==> src/rtl/delivery_map_scroller_pkg.sv <==
// Shared delivery-game definitions: scroller state encodings and default timing constants.
package delivery_map_scroller_pkg;

    typedef enum logic [1:0] {
        IDLE = 2'd0,
        RUN  = 2'd1,
        REQ  = 2'd2
    } scroll_state_t;

    localparam int DEF_PERIOD_W        = 26;
    localparam int DEF_INIT_PERIOD     = 25000000;
    localparam int DEF_MIN_PERIOD      = 5000000;
    localparam int DEF_PERIOD_STEP     = 2500000;
    localparam int DEF_STEPS_PER_LEVEL = 16;
    localparam int DEF_MAX_LEVEL       = 8;
    localparam int DEF_LEVEL_W         = 4;
    localparam int DEF_MAP_W           = 8;

endpackage

==> src/rtl/delivery_tick_divider.sv <==
// Loadable-terminal cycle counter: pulses tick on the last cycle of each period while enabled.
module delivery_tick_divider #(
    parameter int PERIOD_W = 26
) (
    input  logic                clock,
    input  logic                reset,
    input  logic                enable,
    input  logic                restart,
    input  logic [PERIOD_W-1:0] period,
    output logic                tick
);

    localparam logic [PERIOD_W-1:0] ONE = PERIOD_W'(1);

    logic [PERIOD_W-1:0] count;

    assign tick = enable && !restart && (count == period - ONE);

    // restart wins over counting so a new period always starts from zero
    always_ff @(posedge clock) begin
        if (reset || restart) begin
            count <= '0;
        end else if (tick) begin
            count <= '0;
        end else if (enable) begin
            count <= count + ONE;
        end
    end

endmodule

==> src/rtl/delivery_map_scroller.sv <==
// Map-scroll timing stage: divides the clock into map steps and requests speed-ups each level.
module delivery_map_scroller
    import delivery_map_scroller_pkg::*;
#(
    parameter int PERIOD_W        = DEF_PERIOD_W,
    parameter int INIT_PERIOD     = DEF_INIT_PERIOD,
    parameter int MIN_PERIOD      = DEF_MIN_PERIOD,
    parameter int PERIOD_STEP     = DEF_PERIOD_STEP,
    parameter int STEPS_PER_LEVEL = DEF_STEPS_PER_LEVEL,
    parameter int MAX_LEVEL       = DEF_MAX_LEVEL,
    parameter int LEVEL_W         = DEF_LEVEL_W,
    parameter int MAP_W           = DEF_MAP_W
) (
    input  logic                clock,
    input  logic                reset,
    input  logic                clear,
    input  logic                count_map,
    input  logic                get_velocity,
    output logic                velocity_ready,
    output logic                map_step,
    output logic [MAP_W-1:0]    map_pos,
    output logic [LEVEL_W-1:0]  level,
    output logic [PERIOD_W-1:0] period
);

    localparam int STEP_W = (STEPS_PER_LEVEL > 2) ? $clog2(STEPS_PER_LEVEL) : 1;

    localparam logic [PERIOD_W-1:0] INIT_P     = PERIOD_W'(INIT_PERIOD);
    localparam logic [PERIOD_W-1:0] MIN_P      = PERIOD_W'(MIN_PERIOD);
    localparam logic [PERIOD_W-1:0] STEP_P     = PERIOD_W'(PERIOD_STEP);
    localparam logic [PERIOD_W:0]   FLOOR_P    = (PERIOD_W+1)'(MIN_PERIOD + PERIOD_STEP);
    localparam logic [LEVEL_W-1:0]  MAX_L      = LEVEL_W'(MAX_LEVEL);
    localparam logic [STEP_W-1:0]   LAST_STEP  = STEP_W'(STEPS_PER_LEVEL - 1);

    scroll_state_t     state;
    scroll_state_t     state_next;
    logic [STEP_W-1:0] step_cnt;
    logic              tick;
    logic              count_en;
    logic              last_step;
    logic              speed_up;

    // get_velocity takes precedence over a coincident terminal tick
    assign count_en       = (state == RUN) && count_map && !get_velocity && !clear;
    assign speed_up       = get_velocity && (state == REQ);
    assign last_step      = (step_cnt == LAST_STEP);
    assign velocity_ready = (state == REQ);

    delivery_tick_divider #(
        .PERIOD_W (PERIOD_W)
    ) u_tick_divider (
        .clock   (clock),
        .reset   (reset),
        .enable  (count_en),
        .restart (clear | get_velocity),
        .period  (period),
        .tick    (tick)
    );

    always_comb begin
        state_next = state;
        if (get_velocity) begin
            state_next = RUN;
        end else if (tick && last_step && (level < MAX_L)) begin
            state_next = REQ;
        end
    end

    // Period shrinks only on an acknowledged request, clamped to the floor without underflow
    always_ff @(posedge clock) begin
        if (reset || clear) begin
            state    <= IDLE;
            step_cnt <= '0;
            map_pos  <= '0;
            level    <= '0;
            period   <= INIT_P;
            map_step <= 1'b0;
        end else begin
            state    <= state_next;
            map_step <= tick;
            if (speed_up) begin
                if (level < MAX_L) begin
                    level <= level + LEVEL_W'(1);
                end
                if ({1'b0, period} < FLOOR_P) begin
                    period <= MIN_P;
                end else begin
                    period <= period - STEP_P;
                end
            end
            if (tick) begin
                map_pos  <= map_pos + MAP_W'(1);
                step_cnt <= last_step ? '0 : step_cnt + STEP_W'(1);
            end
        end
    end

endmodule

==> config.mk <==
export PLATFORM = sky130hd
export DESIGN_NAME = delivery_map_scroller
export DESIGN_NICKNAME = d
export VERILOG_FILES = /design/src/rtl/delivery_map_scroller_pkg.sv /design/src/rtl/delivery_tick_divider.sv /design/src/rtl/delivery_map_scroller.sv
export SDC_FILE = /design/constraint.sdc
export NUM_CORES = 1
export LEC_CHECK = 0
export BUFFER_PORTS_ARGS = -buffer_cell sky130_fd_sc_hd__buf_2
export CORE_ASPECT_RATIO = 0.9
export CORE_MARGIN = 4
export CORE_UTILIZATION = 25
export DETAILED_ROUTE_END_ITERATION = 16
export PLACE_DENSITY_LB_ADDON = 0.12
export SLEW_MARGIN = 10
export SYNTH_ARGS = -nofsm -noshare
export SYNTH_HDL_FRONTEND = slang
export SYNTH_SLANG_ARGS = --single-unit
export TNS_END_PERCENT = 1
==> constraint.sdc <==
create_clock -name clock -period 3.5 [get_ports clock]
set_input_delay 0.7 -clock clock [delete_from_list [all_inputs] [get_ports clock]]
set_output_delay 0.7 -clock clock [all_outputs]
set_load 0.02 [all_outputs]
==> flow_summary_export.csv <==
group,metric,value,unit
critical_path,crit_slowest_cell,"or4_1",
sta,min_period_over_period,85.7,%
cts,cts_made_buffers,9,
critical_path,crit_fanout,12,
critical_path,cpMostUsedCell,"or4_1",
grt,grt_pass1_wl,18.3,mm
placement,port_buffers,39,
critical_path,r2r_slack,0.50,ns
critical_path,arrival,3.22,ns
logic_synthesis,synth_area,3960,µm²
sta,fin_tns_setup,0,ns
sta,setup_viol,0,
critical_path,cp.depth,7,
cts,cts.sinks,66,
critical_path,worstSetupPathType,"flop to flop",
finish,diodes,0,
critical_path,start_kind,"flop",
logic_synthesis,synthArstFlopShare,0,%
critical_path,ff2ff_path_depth,7,
logic_synthesis,synthTopCellsByArea,"dfxtp_1 33%, xnor2_1 9.1%, xor2_1 7.1%",
sta,slew_viol_final,0,
finish,fin_nets,533,
grt,gr-total-overflow,0,
cts,clockRootBuffer,"clkbuf_16",
grt,grt_pass1_vias,3363,
drt,wirelength,11.1,mm
floorplanning,core_area,15500,µm²
floorplanning,die_x,141,µm
drt,drc_errors,0,
critical_path,crit_start,"period[8]$_SDFFE_PP0P_",
critical_path,timing.rr.end,"map_pos[6]$_SDFFE_PP0P_",
drt,routedWlPerCell,15.3,µm
cts,postCtsSetupBuffers,0,
logic_synthesis,ys_types,66,
logic_synthesis,synth_seq_cells,66,
drt,drtIter0Drc,323,
logic_synthesis,yosys.area.top_type,"dfxtp_1",
logic_synthesis,synth_top_flop_cell,"dfxtp_1",
critical_path,critPathCapture,"map_pos[6]$_SDFFE_PP0P_",
sta,rsz0062_at_grt,"false",
logic_synthesis,netlist.area_leader.share,33.3,%
cts,cts.htree.levels,3,
grt,grt_antenna_before_repair,0,
floorplanning,start_util,25.6,%
cts,cts_hold_buf,0,
critical_path,path_cells,"or4_1 -> nor3_1 -> xnor2_1 -> nand2_1 -> or4_4 -> or4_1 -> mux2i_1",
sta,whs,0.480,ns
logic_synthesis,synth_edf_count,0,
drt,firstDrtPassIters,4,
placement,hpwl,8.51,mm
drt,vias,3513,
cts,clk_latency,0.33,ns
critical_path,reg2reg_from,"period[8]$_SDFFE_PP0P_",
grt,grt_max_degree,27,
grt,gr-usage-all-layers,12.8,%
sta,max_freq,0.333,GHz
pwr,powerDensity,345,nW/µm²
logic_synthesis,synthTopCellsByCount,"66 x dfxtp_1, 66 x nor2_1, 47 x nand2_1",
logic_synthesis,yosysSeqAreaShare,33.3,%
sta,tightest_slew,0.600,ns
drt,vias_per_cell,4.84,
placement,gp_congestion,0.904,
cts,cts-resized-gates,0,
drt,ant_nets,0,
min_path,whs_path_depth,2,
critical_path,crit_required,3.72,ns
min_path,hold_class,"flop to flop",
sta,finClkSkew,0.00614,ns
critical_path,cp.buffers_inverters,0,
floorplanning,rows,43,
sta,max_slew_margin,59.8,%
finish,fillers,1668,
floorplanning,dieHeight,127,µm
critical_path,max_stage_delay,0.63,ns
sta,hold_violations,0,
critical_path,worstSetupEndpointType,"flop",
outcome,outcome,"completed",
logic_synthesis,synthCells,486,
critical_path,cpLargestDelayFamily,"simple AND/OR/NAND/NOR gates",
cts,cts.path.max_buffers,2,
finish,drive_gt1_share,15.1,%
logic_synthesis,yosys_warnings,0,
floorplanning,ios,45,
floorplanning,dieArea,17900,µm²
cts,cts_tree,"built",
logic_synthesis,avgSynthCellArea,8.16,µm²
finish,syn_to_final_growth,16.6,%
cts,path_clk_slew,0.05,ns
flow_run,maxCapViolations,0,
pwr,ir_worst_vdd,0.000170,V
sta,fin_crit,3.00,ns
pwr,leakagePower,1.61,nW
==> power by group <==
| group | internal (W) | total [W] | switching (W) | leakage [nW] |
|---|---|---|---|---|
| clock network | 0.000506 | 0.000810 | 0.000304 | 0.128 |
| logic | 0.00000805 | 0.0000330 | 0.0000250 | 0.952 |
| registers | 0.000753 | 0.000754 | 0.000000733 | 0.532 |
==> cell families after synthesis <==
| kind of cell | count (synthesis) | synth area share [%] |
|---|---|---|
| other cells | 1 | 0.0946 |
| fa+ha+maj | 6 | 1.89 |
| xor+xnor | 73 | 16.1 |
| simple gates | 224 | 29.5 |
| mux | 11 | 2.81 |
| compound gates | 63 | 11.1 |
| buf+inv | 42 | 5.15 |
| flops | 66 | 33.3 |
==> layer usage <==
metal / part of all wire (%) / vias up / GRT usage, %
met5: 0 / - / 0
li1: - / 1769 / -
met3: 4.6 / 8 / 2.81
met4: 1.2 / 0 / 5.36
met1: 51 / 1663 / 18.4
met2: 43 / 73 / 18.5
==> worst min path at each step <==
stage | start | end
5_1_grt | step_cnt[1]$_SDFFE_PP0P_ | step_cnt[1]$_SDFFE_PP0P_
6_report | step_cnt[1]$_SDFFE_PP0P_ | step_cnt[1]$_SDFFE_PP0P_
3_5_place_dp | step_cnt[1]$_SDFFE_PP0P_ | step_cnt[1]$_SDFFE_PP0P_
3_3_place_gp | step_cnt[1]$_SDFFE_PP0P_ | step_cnt[1]$_SDFFE_PP0P_
4_1_cts | step_cnt[1]$_SDFFE_PP0P_ | step_cnt[1]$_SDFFE_PP0P_
2_1_floorplan | step_cnt[1]$_SDFFE_PP0P_ | step_cnt[1]$_SDFFE_PP0P_
==> layout make-up <==
cell class | instances | area (µm²) | area share (%)
timing repair buffer | 52 | 293 | 6.33
sequential | 66 | 1320 | 28.6
clock buffer | 13 | 260 | 5.63
tap | 202 | 253 | 5.47
inverter | 11 | 41.3 | 0.893
multi-input combinational | 382 | 2450 | 53.1
==> worst min-delay path, delay by kind of cell (launching register included) <==
kind             cells  cell delay, ns
flip-flops           1            0.32
AND/OR/NAND/NOR      1            0.06
multiplexers         1            0.05
==> cells in the final DEF (no fill, tap or decap), drive strengths merged, types with 10 or more instances in the layout <==
cell type	count
nor2	67
dfxtp	66
buf	52
nand2	47
xnor2	41
xor2	32
nand3	24
o21ai	16
or3	13
nand4	13
nor3	13
nor4	13
clkbuf	13
a21oi	12
inv	11
mux2i	10
==> flip-flops by register name (all words and copies together) (netlist names) <==
signal                count
level                     4
u_tick_divider.count     26
period                   21
state                     2
map_step                  1
step_cnt                  4
map_pos                   8
==> through the flow <==
step | setup WS, ns | instance area [µm²] | std cells | utilization, % | power (W)
after floorplan | 0.568 | 3980 | 490 | - | 0.000793
after global placement | 0.503 | 4360 | 713 | 28.1 | 0.000803
after detailed placement | 0.444 | 4360 | 713 | 28.1 | 0.000802
after CTS | 0.494 | 4620 | 726 | 29.8 | 0.00164
after global routing | 0.360 | 4620 | 726 | 29.8 | 0.00167
final | 0.501 | 4620 | 726 | 29.8 | 0.00160
Note: power is estimated with default switching activity, not from simulation.
